### config.mk
export PLATFORM = sky130hd
export DESIGN_NAME = prv32_mem_arbiter_flat
export DESIGN_NICKNAME = d
export VERILOG_FILES = /design/src/rtl/prv32_mem_arbiter_if.sv /design/src/rtl/prv32_mem_arbiter.sv /design/src/flat_wrapper.sv
export SDC_FILE = /design/constraint.sdc
export NUM_CORES = 1
export LEC_CHECK = 0
export ABC_AREA = 0
export BUFFER_PORTS_ARGS = -buffer_cell sky130_fd_sc_hd__buf_4
export CORE_AREA = 4 4 145 147
export CTS_CLUSTER_DIAMETER = 30
export DETAILED_ROUTE_END_ITERATION = 7
export DIE_AREA = 0 0 149 151
export SLEW_MARGIN = 10
export SYNTH_ARGS = -nofsm -noshare
export SYNTH_HDL_FRONTEND = slang
export SYNTH_SLANG_ARGS = --single-unit
### constraint.sdc
create_clock -name clock -period 2.3 [get_ports clock]
set_clock_uncertainty 0.05 [all_clocks]
set_input_delay 0.345 -clock clock [delete_from_list [all_inputs] [get_ports clock]]
set_output_delay 0.345 -clock clock [all_outputs]
set_load 0.02 [all_outputs]
### src/rtl/prv32_mem_arbiter_if.sv
// Bundle of the two picorv32 master ports, the shared memory port, grants and counters.
// Latency: none, signal bundle only.
// Backpressure: carried by the valid/ready pairs; a master holds valid until its ready.
//
// modport master : the arbiter's view; it sinks core requests and drives the memory port.
// modport slave  : the surrounding system's view; cores and memory drive, arbiter outputs observed.
interface prv32_mem_arbiter_if #(
    parameter int CNT_WIDTH = 32
);
    // Core A
    logic                 a_valid;
    logic                 a_instr;
    logic [31:0]          a_addr;
    logic [31:0]          a_wdata;
    logic [3:0]           a_wstrb;
    logic                 a_ready;
    logic [31:0]          a_rdata;
    // Core B
    logic                 b_valid;
    logic                 b_instr;
    logic [31:0]          b_addr;
    logic [31:0]          b_wdata;
    logic [3:0]           b_wstrb;
    logic                 b_ready;
    logic [31:0]          b_rdata;
    // Shared memory port
    logic                 mem_valid;
    logic                 mem_instr;
    logic [31:0]          mem_addr;
    logic [31:0]          mem_wdata;
    logic [3:0]           mem_wstrb;
    logic                 mem_ready;
    logic [31:0]          mem_rdata;
    // Status
    logic                 grant_a;
    logic                 grant_b;
    logic [CNT_WIDTH-1:0] cnt_a;
    logic [CNT_WIDTH-1:0] cnt_b;

    modport master (
        input  a_valid, a_instr, a_addr, a_wdata, a_wstrb,
        output a_ready, a_rdata,
        input  b_valid, b_instr, b_addr, b_wdata, b_wstrb,
        output b_ready, b_rdata,
        output mem_valid, mem_instr, mem_addr, mem_wdata, mem_wstrb,
        input  mem_ready, mem_rdata,
        output grant_a, grant_b, cnt_a, cnt_b
    );

    modport slave (
        output a_valid, a_instr, a_addr, a_wdata, a_wstrb,
        input  a_ready, a_rdata,
        output b_valid, b_instr, b_addr, b_wdata, b_wstrb,
        input  b_ready, b_rdata,
        input  mem_valid, mem_instr, mem_addr, mem_wdata, mem_wstrb,
        output mem_ready, mem_rdata,
        input  grant_a, grant_b, cnt_a, cnt_b
    );
endinterface

### src/rtl/prv32_mem_arbiter.sv
// Two-master round-robin arbiter onto one picorv32-native memory port, with per-master transfer counters.
// Latency: request seen in IDLE -> mem_valid next cycle; ready/rdata returned combinationally in the same cycle as mem_ready.
// Backpressure: grant held until mem_ready completes the access; the ungranted master's request waits, never dropped.
//
// Ports: clock, reset (synchronous, active-high); bus = prv32_mem_arbiter_if.master
//        (core A/B request+response, shared mem request+response, grant_a/grant_b, cnt_a/cnt_b).
module prv32_mem_arbiter #(
    parameter int CNT_WIDTH = 32
) (
    input  logic                     clock,
    input  logic                     reset,
    prv32_mem_arbiter_if.master      bus
);

    typedef enum logic [1:0] {
        S_IDLE  = 2'd0,
        S_GNT_A = 2'd1,
        S_GNT_B = 2'd2
    } state_t;

    localparam logic [CNT_WIDTH-1:0] CNT_ONE = CNT_WIDTH'(1);

    state_t               r_state;
    logic                 r_grant_a;
    logic                 r_grant_b;
    logic                 r_last_b;     // 1: B was served last, so A wins the next tie
    logic [CNT_WIDTH-1:0] r_cnt_a;
    logic [CNT_WIDTH-1:0] r_cnt_b;

    // Forward the granted master straight through so the slave sees the request
    // in the grant cycle and the response reaches the core with no extra delay.
    always_comb begin
        bus.mem_valid = 1'b0;
        bus.mem_instr = 1'b0;
        bus.mem_addr  = 32'h0;
        bus.mem_wdata = 32'h0;
        bus.mem_wstrb = 4'h0;
        bus.a_ready   = 1'b0;
        bus.b_ready   = 1'b0;
        case (r_state)
            S_GNT_A: begin
                bus.mem_valid = bus.a_valid;
                bus.mem_instr = bus.a_instr;
                bus.mem_addr  = bus.a_addr;
                bus.mem_wdata = bus.a_wdata;
                bus.mem_wstrb = bus.a_wstrb;
                bus.a_ready   = bus.mem_ready & bus.a_valid;
            end
            S_GNT_B: begin
                bus.mem_valid = bus.b_valid;
                bus.mem_instr = bus.b_instr;
                bus.mem_addr  = bus.b_addr;
                bus.mem_wdata = bus.b_wdata;
                bus.mem_wstrb = bus.b_wstrb;
                bus.b_ready   = bus.mem_ready & bus.b_valid;
            end
            default: ;
        endcase
    end

    assign bus.a_rdata = bus.mem_rdata;
    assign bus.b_rdata = bus.mem_rdata;
    assign bus.grant_a = r_grant_a;
    assign bus.grant_b = r_grant_b;
    assign bus.cnt_a   = r_cnt_a;
    assign bus.cnt_b   = r_cnt_b;

    always_ff @(posedge clock) begin
        if (reset) begin
            r_state   <= S_IDLE;
            r_grant_a <= 1'b0;
            r_grant_b <= 1'b0;
            r_last_b  <= 1'b1;
            r_cnt_a   <= '0;
            r_cnt_b   <= '0;
        end else begin
            case (r_state)
                S_IDLE: begin
                    if (bus.a_valid && (!bus.b_valid || r_last_b)) begin
                        r_state   <= S_GNT_A;
                        r_grant_a <= 1'b1;
                    end else if (bus.b_valid) begin
                        r_state   <= S_GNT_B;
                        r_grant_b <= 1'b1;
                    end
                end
                S_GNT_A: begin
                    if (bus.a_valid && bus.mem_ready) begin
                        r_cnt_a  <= r_cnt_a + CNT_ONE;
                        r_last_b <= 1'b0;
                        // Hand over directly when B is waiting: no idle bubble.
                        r_state   <= bus.b_valid ? S_GNT_B : S_IDLE;
                        r_grant_a <= 1'b0;
                        r_grant_b <= bus.b_valid;
                    end else if (!bus.a_valid) begin
                        // Master withdrew mid-access: abandon without counting.
                        r_state   <= S_IDLE;
                        r_grant_a <= 1'b0;
                    end
                end
                S_GNT_B: begin
                    if (bus.b_valid && bus.mem_ready) begin
                        r_cnt_b  <= r_cnt_b + CNT_ONE;
                        r_last_b <= 1'b1;
                        r_state   <= bus.a_valid ? S_GNT_A : S_IDLE;
                        r_grant_b <= 1'b0;
                        r_grant_a <= bus.a_valid;
                    end else if (!bus.b_valid) begin
                        r_state   <= S_IDLE;
                        r_grant_b <= 1'b0;
                    end
                end
                default: begin
                    r_state   <= S_IDLE;
                    r_grant_a <= 1'b0;
                    r_grant_b <= 1'b0;
                end
            endcase
        end
    end

endmodule

### src/flat_wrapper.sv
// flat-port wrapper written by rule: the top's interface ports become plain ports
module prv32_mem_arbiter_flat 
#(
    parameter int CNT_WIDTH = 32
)
  (clock, reset, bus_a_valid, bus_a_instr, bus_a_addr, bus_a_wdata, bus_a_wstrb, bus_a_ready, bus_a_rdata, bus_b_valid, bus_b_instr, bus_b_addr, bus_b_wdata, bus_b_wstrb, bus_b_ready, bus_b_rdata, bus_mem_valid, bus_mem_instr, bus_mem_addr, bus_mem_wdata, bus_mem_wstrb, bus_mem_ready, bus_mem_rdata, bus_grant_a, bus_grant_b, bus_cnt_a, bus_cnt_b);
  prv32_mem_arbiter_if #(.CNT_WIDTH(CNT_WIDTH)) bus_i ();
  input  logic clock;
  input  logic reset;
  input wire logic [$bits(bus_i.a_valid)-1:0] bus_a_valid;
  input wire logic [$bits(bus_i.a_instr)-1:0] bus_a_instr;
  input wire logic [$bits(bus_i.a_addr)-1:0] bus_a_addr;
  input wire logic [$bits(bus_i.a_wdata)-1:0] bus_a_wdata;
  input wire logic [$bits(bus_i.a_wstrb)-1:0] bus_a_wstrb;
  output wire logic [$bits(bus_i.a_ready)-1:0] bus_a_ready;
  output wire logic [$bits(bus_i.a_rdata)-1:0] bus_a_rdata;
  input wire logic [$bits(bus_i.b_valid)-1:0] bus_b_valid;
  input wire logic [$bits(bus_i.b_instr)-1:0] bus_b_instr;
  input wire logic [$bits(bus_i.b_addr)-1:0] bus_b_addr;
  input wire logic [$bits(bus_i.b_wdata)-1:0] bus_b_wdata;
  input wire logic [$bits(bus_i.b_wstrb)-1:0] bus_b_wstrb;
  output wire logic [$bits(bus_i.b_ready)-1:0] bus_b_ready;
  output wire logic [$bits(bus_i.b_rdata)-1:0] bus_b_rdata;
  output wire logic [$bits(bus_i.mem_valid)-1:0] bus_mem_valid;
  output wire logic [$bits(bus_i.mem_instr)-1:0] bus_mem_instr;
  output wire logic [$bits(bus_i.mem_addr)-1:0] bus_mem_addr;
  output wire logic [$bits(bus_i.mem_wdata)-1:0] bus_mem_wdata;
  output wire logic [$bits(bus_i.mem_wstrb)-1:0] bus_mem_wstrb;
  input wire logic [$bits(bus_i.mem_ready)-1:0] bus_mem_ready;
  input wire logic [$bits(bus_i.mem_rdata)-1:0] bus_mem_rdata;
  output wire logic [$bits(bus_i.grant_a)-1:0] bus_grant_a;
  output wire logic [$bits(bus_i.grant_b)-1:0] bus_grant_b;
  output wire logic [$bits(bus_i.cnt_a)-1:0] bus_cnt_a;
  output wire logic [$bits(bus_i.cnt_b)-1:0] bus_cnt_b;
  assign bus_i.a_valid = bus_a_valid;
  assign bus_i.a_instr = bus_a_instr;
  assign bus_i.a_addr = bus_a_addr;
  assign bus_i.a_wdata = bus_a_wdata;
  assign bus_i.a_wstrb = bus_a_wstrb;
  assign bus_a_ready = bus_i.a_ready;
  assign bus_a_rdata = bus_i.a_rdata;
  assign bus_i.b_valid = bus_b_valid;
  assign bus_i.b_instr = bus_b_instr;
  assign bus_i.b_addr = bus_b_addr;
  assign bus_i.b_wdata = bus_b_wdata;
  assign bus_i.b_wstrb = bus_b_wstrb;
  assign bus_b_ready = bus_i.b_ready;
  assign bus_b_rdata = bus_i.b_rdata;
  assign bus_mem_valid = bus_i.mem_valid;
  assign bus_mem_instr = bus_i.mem_instr;
  assign bus_mem_addr = bus_i.mem_addr;
  assign bus_mem_wdata = bus_i.mem_wdata;
  assign bus_mem_wstrb = bus_i.mem_wstrb;
  assign bus_i.mem_ready = bus_mem_ready;
  assign bus_i.mem_rdata = bus_mem_rdata;
  assign bus_grant_a = bus_i.grant_a;
  assign bus_grant_b = bus_i.grant_b;
  assign bus_cnt_a = bus_i.cnt_a;
  assign bus_cnt_b = bus_i.cnt_b;
  prv32_mem_arbiter #(.CNT_WIDTH(CNT_WIDTH)) u_core (.clock(clock), .reset(reset), .bus(bus_i));
endmodule
After elaboration in Yosys (flattened, before gate mapping)
Index checks and enable logic that the tools add are counted.

Input port bits: 175. Logic and storage cells: 63. Register bits: 69. Output and inout bits: 202.

Bitwise gates (word level): 2. Equality and inequality tests: 10. Add/subtract/negate cells: 2. Mux-type cells: 30. Reduce and logical (&&, ||, !) cells: 13.

Operators with widths (count): $pmux W32 S2 (2); $add A32 B1 Y32 const B (2); $mux W1 (14); $mux W2 (7); $ne A3 B2 Y1 const B (3); $reduce_and A3 Y1 (3); $pmux W4 S2 (1); $ne A2 B1 Y1 const B (3); $pmux W1 S2 (3); $pmux W1 S3 (2); $pmux W2 S3 (1); $ne A2 B2 Y1 const B (2); $reduce_and A2 Y1 (2); $reduce_and A4 Y1 (1); $logic_and A1 B1 Y1 (3); $and A1 B1 Y1 (2); $eq A2 B1 Y1 const B (1); $eq A2 B2 Y1 const B (1); $logic_not A2 Y1 (1); $reduce_bool A2 Y1 (1); $logic_not A1 Y1 (1); $logic_or A1 B1 Y1 (1).

Longest topological paths before layout
Gate-level depths: netlist of run 1.

Depth in word-level cells: 5. Gate-level depth with buffers: 9.

Least setup slack after synthesis of run 1
Ideal clock, no wire load.

Path kind: reg-to-reg. Start point: register u_core.r_state[0]. End point: register u_core.r_cnt_b[26] (netlist: u_core.bus.cnt_b[26]). Cell stages (with the launch flop): 8. Arrival: 2.036 ns. Path slack: 0.093 ns. Library setup time: 0.121 ns. Clock period less this slack: 2.207 ns. Buffers on the path: 1. Cells stage by stage: dfxtp_1 > inv_1 > ha_1 > nand4_2 > or4_1 > buf_2 > nor4_1 > mux2_2.

Longest elaborated chain between the ends: 2.

RTL lines: start: declaration (RTL line prv32_mem_arbiter.sv:23) `state_t r_state;`; start signal: assignment (RTL line prv32_mem_arbiter.sv:92) `r_state <= bus.b_valid ? S_GNT_B : S_IDLE;`; start signal: assignment (RTL line prv32_mem_arbiter.sv:105) `r_state <= bus.a_valid ? S_GNT_A : S_IDLE;`; $eq A2 B2 Y1 (RTL line prv32_mem_arbiter.sv:77) `case (r_state)`; $reduce_and A2 Y1 (no source line); end signal: assignment (RTL line prv32_mem_arbiter.sv:103) `r_cnt_b <= r_cnt_b + CNT_ONE;`; end: declaration (RTL line prv32_mem_arbiter.sv:28) `logic [CNT_WIDTH-1:0] r_cnt_b;`.

Every way passes these cells. A chain may end at the register's enable or synchronous reset.

Final worst setup path of run 1
Start point: register u_core.r_state[1]. End point: register u_core.r_cnt_a[31] (netlist: u_core.bus.cnt_a[31]).

Longest elaborated chain between the ends: 2.

RTL lines: $eq A2 B1 Y1 (RTL line prv32_mem_arbiter.sv:77); $reduce_and A2 Y1 (no source line); end signal: assignment (RTL line prv32_mem_arbiter.sv:89) `r_cnt_a <= r_cnt_a + CNT_ONE;`; end: declaration (RTL line prv32_mem_arbiter.sv:27) `logic [CNT_WIDTH-1:0] r_cnt_a;`.

Every way passes these cells.

==> metrics list, run 1 <==
- The floorplan step defined a die boundary enclosing roughly 0.022 mm2.
* Worst Hold Launch: bus_b_valid
* Routability Congestion: 0.800
- The tree is rooted in a sky130_fd_sc_hd__clkbuf_16.
- For hold timing, the worst endpoint is u_core.bus.grant_b$_SDFFE_PP0P_.
- For this block, the routed nets add up to around 21000 um of wire.
- STA classifies the critical path startpoint as a flip-flop.
* Peak clock frequency supported by timing: about 450 MHz
- H-tree levels: 3
- In the routed layout, each cell is associated on average with a via count of just under 5.
- Clock sinks: 69
* Data arrival time of the worst path: 2.40 ns
* Most frequent cells in the layout: sky130_fd_sc_hd__buf_4 (312), sky130_fd_sc_hd__nor2b_1 (76), sky130_fd_sc_hd__a22oi_1 (68), sky130_fd_sc_hd__dfxtp_1 (68)
* Register area share after synthesis: 27.3%
- Counting every net in the synthesized netlist gives 827.
* Initial DRC Count: ~280
- CTS buffer count: 9
- The endpoint identified for the worst register-to-register timing path is u_core.bus.cnt_a[31]$_SDFFE_PP0P_.
- Final slew viol count: 0
- Floorplan core area: roughly 0.02 mm2
- VDD IR-drop max: 0.000367 V
- The number of cells on the worst reg-to-reg path is 6.
* Overall track demand over capacity in global routing: ~16%
- Along the worst path, the maximum fanout reaches 5.
- The routed layout has roughly 5500 vias.
- The area growth from synthesis to layout is 49.2%.
- Setup_tns: 0 ns
* Unrepaired setup endpoints after global routing: yes
* Io pins: about 380
- Element type at the critical path end: flip-flop
- The flow ran to the end, and the final reports show no timing, DRC or antenna violations.
- Global-route wire length before repair: around 29000 um
* Synthesized instance count: 646
* Share of the clock period used by the worst path: between 90% and 100%
- CTS tree: built
* Count of cell types in the netlist: 48
* Post-route ant nets: 0
- Final setup vio count: 0
- The worst setup path is of the flip-flop to flip-flop kind.
- Effective utilization at floorplan: between 20% and 30%
* N_diodes: 0
- The final layout contains approximately 1000 nets.
* Post-synthesis cell area: roughly 0.0051 mm2
* Worst endpoint required time: approximately 2.5 ns
- The clock passes through at most 2 buffers.
* Total half-perimeter wirelength after legalization and detailed placement: 15900 um
* Register bit total from synthesis: 69
* Vias in the first global route: 4952
- Subtracting the final worst setup slack from the clock period gives 2.23 ns.
- Across the run, the number of max-cap violations was 0.
- Yosys warns: 0
- The first detailed-routing pass took 5 iterations.
- The die is approximately 150 um wide.
* Maximum number of pins on one net before global-route repair: 73
- The filler cells instantiated in the layout total ~2100.
- Fraction of layout instances using a drive strength above 1: between 40% and 50%
* Post-synthesis average cell area: between 7 and 8 um2
* Cell area power density: between 500 and 600 mW/mm2
* Worst r2r src: u_core.r_state[1]$_SDFFE_PP0P_
* Most frequent standard cell in the layout excluding fill and tap cells: sky130_fd_sc_hd__buf_4
- Count of unresolved DRC violations after routing: 0
* Overall overflow remaining after global route: 0
- Height of the die: between 150 and 200 um
- Post-CTS timing repair inserted 0 buffers for setup.
- Reg2reg setup slack: 0.07 ns
- Post-layout utilization of the core: about 38%
* Number of placement rows: 52
* Antenna violations before repair: 0
* Worst slew slack as a fraction of its limit: between 60 and 70%
- Clock-pin slew reported for the worst setup and hold paths after clock tree synthesis: ~0.05 ns
* Type of the worst min-delay path: input port to flip-flop
- The number of failing hold endpoints at the final stage was 0.
- Port buffering added 280 buffers.
- After detailed routing, the average wire length per cell comes to between 15 and 20 um.
* Leakage power total: slightly above 3 nW
* Least-Margin Pin Slew: 0.536 ns
- The worst hold path was traced through 3 stages.
* Clk_lat worst skew: approximately 0.34 ns
[cell families after synthesis]
family	share of synthesized area [%]
AND/OR/NAND/NOR	29.6
AO/OA/AOI/OAI	20.1
buffers and inverters	14.9
flip-flops	27.3
XOR/XNOR	2.94
multiplexers	3.73
adder cells (fa/ha/maj)	1.48
[worst max path at each step]
| stage | depth (start not counted) | endpoint | start |
|---|---|---|---|
| floorplan | 7 | u_core.bus.cnt_b[26]$_SDFFE_PP0P_ | u_core.r_state[0]$_SDFFE_PP0P_ |
| global placement | 7 | u_core.bus.cnt_b[26]$_SDFFE_PP0P_ | u_core.r_state[0]$_SDFFE_PP0P_ |
| detailed placement | 7 | u_core.bus.cnt_b[26]$_SDFFE_PP0P_ | u_core.r_state[0]$_SDFFE_PP0P_ |
| CTS | 6 | bus_mem_wdata[8] | u_core.r_state[0]$_SDFFE_PP0P_ |
| global route | 6 | u_core.bus.cnt_a[27]$_SDFFE_PP0P_ | u_core.r_state[1]$_SDFFE_PP0P_ |
| finish | 6 | u_core.bus.cnt_a[31]$_SDFFE_PP0P_ | u_core.r_state[1]$_SDFFE_PP0P_ |
[Yosys cell counts (all sizes together)]
cell | instances | area share (%)
nor2b | 83 | 10
buf | 74 | 11
a22oi | 70 | 10
dfxtp | 69 | 27
clkbuf | 39 | 3.1
nor2 | 39 | 2.9
a21oi | 38 | 3.8
nand2 | 29 | 2.2
or4 | 23 | 3.4
o31ai | 20 | 3.0
nand4 | 18 | 2.6
inv | 15 | 1.1
mux2 | 15 | 3.3
nand3 | 14 | 1.4
nor3 | 14 | 1.4
xnor2 | 12 | 2.1
nor4 | 10 | 1.2
o21ai | 9 | 0.89
or3 | 9 | 1.1
and4 | 7 | 1.2
ha | 6 | 1.5
and3 | 5 | 0.62
xor2 | 5 | 0.87
or2 | 4 | 0.49
a21bo | 3 | 0.59
mux2i | 2 | 0.40
a211o | 1 | 0.17
a211oi | 1 | 0.15
a2bb2oi | 1 | 0.17
a41oi | 1 | 0.17
and2 | 1 | 0.12
nand2b | 1 | 0.12
nor4b | 1 | 0.17
o21a | 1 | 0.15
o21ba | 1 | 0.20
o21bai | 1 | 0.15
o2bb2ai | 1 | 0.17
o41ai | 1 | 0.17
or3b | 1 | 0.17
or4b | 1 | 0.20
[power by group]
part	switching, mW	internal [mW]
combinational	0.671	0.655
clock	0.537	0.788
sequential	0.0142	1.22
[sequential cells by signal, summed over array words and instances, names as in the netlist]
register / flops
u_core.bus.cnt_a: 32
u_core.bus.cnt_b: 32
u_core.r_state: 2
u_core.bus.grant_a: 1
u_core.bus.grant_b: 1
u_core.r_last_b: 1
[per-stage QoR]
stage | worst slack, ns | std cells | hold slack (ns) | instance area (um2) | power (mW)
final | 0.0689 | 1138 | 0.403 | 7550 | 3.88
after global routing | -0.0523 | 1138 | 0.410 | 7550 | 4.07
after CTS | 0.0155 | 1135 | 0.381 | 7430 | 3.80
after detailed placement | 0.0497 | 1119 | 0.437 | 7120 | 2.44
after global placement | 0.0754 | 1119 | 0.435 | 7120 | 2.45
after floorplan | 0.0932 | 646 | 0.415 | 5060 | 2.06
[metal layers]
metal / GRT usage, % / wire length [um]
met4: 2.70 / 126
met3: 6.76 / 2050
met2: 24.8 / 9650
met1: 22.0 / 9200
met5: 0 / 0
[cell type report]
cell class                 count  area, um2  area share, %
clock buffer                  11        253           3.35
timing repair buffer         319       2490           32.9
tap                          270        338           4.47
clock inverter                 5       33.8          0.447
sequential                    69       1380           18.3
inverter                      15       56.3          0.745
multi-input combinational    449       3000           39.7
[worst max-delay path, cell delays in order (launching register included)]
cell and delay, ns:
sky130_fd_sc_hd__dfxtp_2 0.34, sky130_fd_sc_hd__inv_1 0.15, sky130_fd_sc_hd__ha_4 0.23, sky130_fd_sc_hd__nand2_1 0.09, sky130_fd_sc_hd__or4_1 0.62, sky130_fd_sc_hd__nor4_1 0.27, sky130_fd_sc_hd__mux2_2 0.37
[timing repair]
| item | in CTS | in global routing |
|---|---|---|
| setup endpoints to repair | 4 | 31 |
| gates resized for setup | 5 | 12 |
| cloned | 0 | 3 |
| endpoints found under the hold margin | 0 | 0 |
| hold buffers | 0 | 0 |
| pin swaps | 0 | 0 |
(Power assumes the default switching activity.)
==> run 2: changes to the inputs <==
Settings changed: BUFFER_PORTS_ARGS -buffer_cell sky130_fd_sc_hd__buf_4 to -buffer_cell sky130_fd_sc_hd__buf_2.
Clock period 2.3 ns to 2.7 ns, I/O delays scaled along.
==> run 2 against run 1 <==
  * Sequential share of layout area up 2.8 points
  * Clock-buffer cell count fell by 1
  * Non-clock buffer count fell by 25
  * Via count down 1.7%
  * Final cell count shrank 2.3%
  * Flip-flop and latch count is the same
==> metrics list, run 2 (synthesis results as in run 1) <==
* Routing layer with the top usage in global route: met2 (unchanged)
* H-tree levels: 3 (unchanged)
* N_diodes: 0 (unchanged)
* Worst r2r src: u_core.r_state[0]$_SDFFE_PP0P_ (was u_core.r_state[1]$_SDFFE_PP0P_)
* Global-route wire length before repair: 28100 um (was 28900 um)
- Worst setup path startpoint: u_core.r_state[0]$_SDFFE_PP0P_ (was u_core.r_state[1]$_SDFFE_PP0P_)
- Type of the worst min-delay path: input port to flip-flop (unchanged)
- Full die area: 0.0225 mm2 (unchanged)
* Share of the clock period used by the worst path: between 90% and 100%
- The number of pins with negative max-slew slack in the final report was 0 (unchanged).
- The commonest non-fill, non-tap cell in the layout is sky130_fd_sc_hd__buf_2 (was sky130_fd_sc_hd__buf_4).
- Total wire length: 19500 um (was 21000 um)
* Crit path buf inv count: 3 (was 1)
* Layout area overhead: 29.3% (was 49.2%)
- Wire length per cell: 17.5 um (was 18.5 um)
* Height of the die: 151 um (unchanged)
- The highest fanout seen on the critical path came to 76 (was 5).
- The number of rows in the core area is 52 (unchanged).
- Final critical path time including I/O delays and setup: 2.53 ns
- Worst Hold Launch: reset (was bus_b_valid)
* Grt met2 use: 24.2% (was 24.8%)
- The leakage power figure is 2.76 nW (was 3.04 nW).
* Routability Congestion: 0.802 (was 0.800)
* Post-route total power: 3.04 mW (was 3.88 mW)
- The share of layout cells above drive strength 1 was 39.9% (was 43.2%).
- Most frequent cells in the layout: sky130_fd_sc_hd__buf_2 (280), sky130_fd_sc_hd__nor2b_1 (83), sky130_fd_sc_hd__a22oi_1 (70) (was sky130_fd_sc_hd__buf_4 (312), sky130_fd_sc_hd__nor2b_1 (76), sky130_fd_sc_hd__a22oi_1 (68), sky130_fd_sc_hd__dfxtp_1 (68)).
- Delay of the slowest critical-path stage: 0.34 ns (was 0.62 ns)
* Cell Count, Final, Fillers Out: 1112 (was 1138)
* Antenna violations before repair: 2 (was 0)
- Cells traversed along the worst timing path: inv_1 -> ha_2 -> buf_12 -> a22oi_1 -> nor2b_1 -> buf_2 (was inv_1 -> ha_4 -> nand2_1 -> or4_1 -> nor4_1 -> mux2_2)
* Peak clock frequency supported by timing: 395 MHz
* Standard cell with the maximum stage delay on the critical path: sky130_fd_sc_hd__dfxtp_1 (was sky130_fd_sc_hd__or4_1)
- Effective utilization at floorplan: 25.4% (unchanged)
- The total negative setup slack came to 0 ns (unchanged).
* Clock sinks: 69 (unchanged)
* Resized Gates After CTS: 0 (was 5)
- Die W: 149 um (unchanged)
- The pin count of the biggest net entering global routing is 77 (was 73).
- The hold buffer count at CTS was 0 (unchanged).
- The source-to-sink clock delay at the later pin of the worst-skew pair was 0.34 ns (about the same).
- The cell area after placement is 0.00627 mm2 (was 0.00712 mm2).
* Worst endpoint required time: 2.25 ns (was 2.47 ns)
- Io pins: 377 (unchanged)
* First-pass iteration count of the detailed router: 5 (unchanged)
* Total half-perimeter wirelength after legalization and detailed placement: 15600 um (was 15900 um)
- CTS tree: built (unchanged)
* Hold Worst Slack: 0.421 ns (was 0.403 ns)
- Nets@finish: 1019 (was 1044)
* Startpoint types: flip-flop (unchanged)
- Kind of critical path: flip-flop to output port (was flip-flop to flip-flop)
* Cell area power density: 465 mW/mm2 (was 514 mW/mm2)
* Element type at the critical path end: output port (was flip-flop)
* Number of failing hold endpoints at the final stage: 0 (unchanged)
* Total instance count after detailed placement: 1097 (was 1119)
* Sequential cell area: 0.00138 mm2 (about the same)
- The number of buffers created by CTS was 9 (unchanged).
- The overall routing resource usage was 16.0% (was 16.3%).
- The number of buffers added for setup after CTS was 0 (unchanged).
- The fraction of met3 tracks used by global routing is 6.22% (was 6.76%).
* Count of unresolved DRC violations after routing: 0 (unchanged)
- Vias in the first global route: 4864 (was 4952)
- The global routing met1 resource utilization was 21.9% (was 22.0%).
* Post-route ant nets: 0 (unchanged)
- Filler cell count: 2160 (was 2085)
- Category of cells accounting for the largest share of critical-path delay: buffers and inverters (was simple AND/OR/NAND/NOR gates)
- The multi-input gate area in the final layout is 0.00294 mm2 (was 0.00300 mm2).
* Clock-pin slew reported for the worst setup and hold paths after clock tree synthesis: 0.06 ns (was 0.05 ns)
- The maximum ir drop on the vdd rail is 0.000268 V (was 0.000367 V).
- The area inside the core boundary came to 0.0199 mm2 (unchanged).
* Via count: 5401 (was 5496)
- Fin area: 0.00654 mm2 (was 0.00755 mm2)
- The setup-violating endpoint count in the final report came to 0 (unchanged).
* Root buffer selected by CTS: sky130_fd_sc_hd__clkbuf_16 (unchanged)
- Max-cap check violation count: 0 (unchanged)
- Unrepaired setup endpoints after global routing: no (was yes).
- Least-Margin Pin Slew: 0.519 ns (was 0.536 ns)
- The number of violations reported at the end of detailed-routing iteration 0 is 312 (was 283).
- Number of buffers between clock root and the deepest sink: 2 (unchanged)
* Data arrival time of the worst path: 2.07 ns (was 2.40 ns)
- Via density: 4.86 (was 4.83)
* Buffers on Ports: 280 (unchanged)
* Run status: finished clean (unchanged)
- The total congestion overflow is 0 (unchanged).
- Worst slew slack as a fraction of its limit: 65.4% (was 64.3%)
==> run 2: cell type report <==
class	count	area share, %
Multi-Input combinational cell	449	44.9
Timing Repair Buffer	294	23.8
Sequential cell	69	21.1
Tap cell	270	5.16
Clock buffer	10	3.65
Inverter	15	0.861
Clock inverter	5	0.555
==> run 2: worst paths after layout <==
path | to | slack [ns] | cells after the start
max | bus_mem_wdata[20] | 0.17 | 6
min | u_core.bus.cnt_a[10]$_SDFFE_PP0P_ | 0.42 | 2
max reg2reg | u_core.bus.cnt_b[26]$_SDFFE_PP0P_ | 0.38 | 7
min reg2reg | u_core.bus.cnt_b[16]$_SDFFE_PP0P_ | 0.45 | 2
==> run 2: worst register-to-register path: cells and delay by family, from the launching register on <==
family / cells / cell delay, ns
muxes: 1 / 0.37
DFF: 1 / 0.34
and+or+nand+nor: 3 / 0.90
adders and majority gates: 1 / 0.24
buffers and inverters: 2 / 0.31
==> run 2: metrics by stage <==
step                setup WS [ns]  utilization (%)
floorplan                   0.493                -
global placement            0.404             31.5
detailed placement          0.368             31.5
CTS                         0.133             32.9
global route               0.0477             32.9
finish                      0.171             32.9
==> run 2: power breakdown <==
group          switching [mW]  leakage (nW)  internal (mW)
clock network           0.452         0.127          0.642
registers              0.0127         0.557           1.03
logic                   0.511          2.08          0.387
total                   0.976          2.76           2.06
==> run 2: routing by layer <==
metal | routed length [um] | vias to the layer above
li1 | - | 2660
met1 | 8570 | 2497
met2 | 8810 | 220
met3 | 1890 | 20
met4 | 174 | 4
met5 | 31 | -
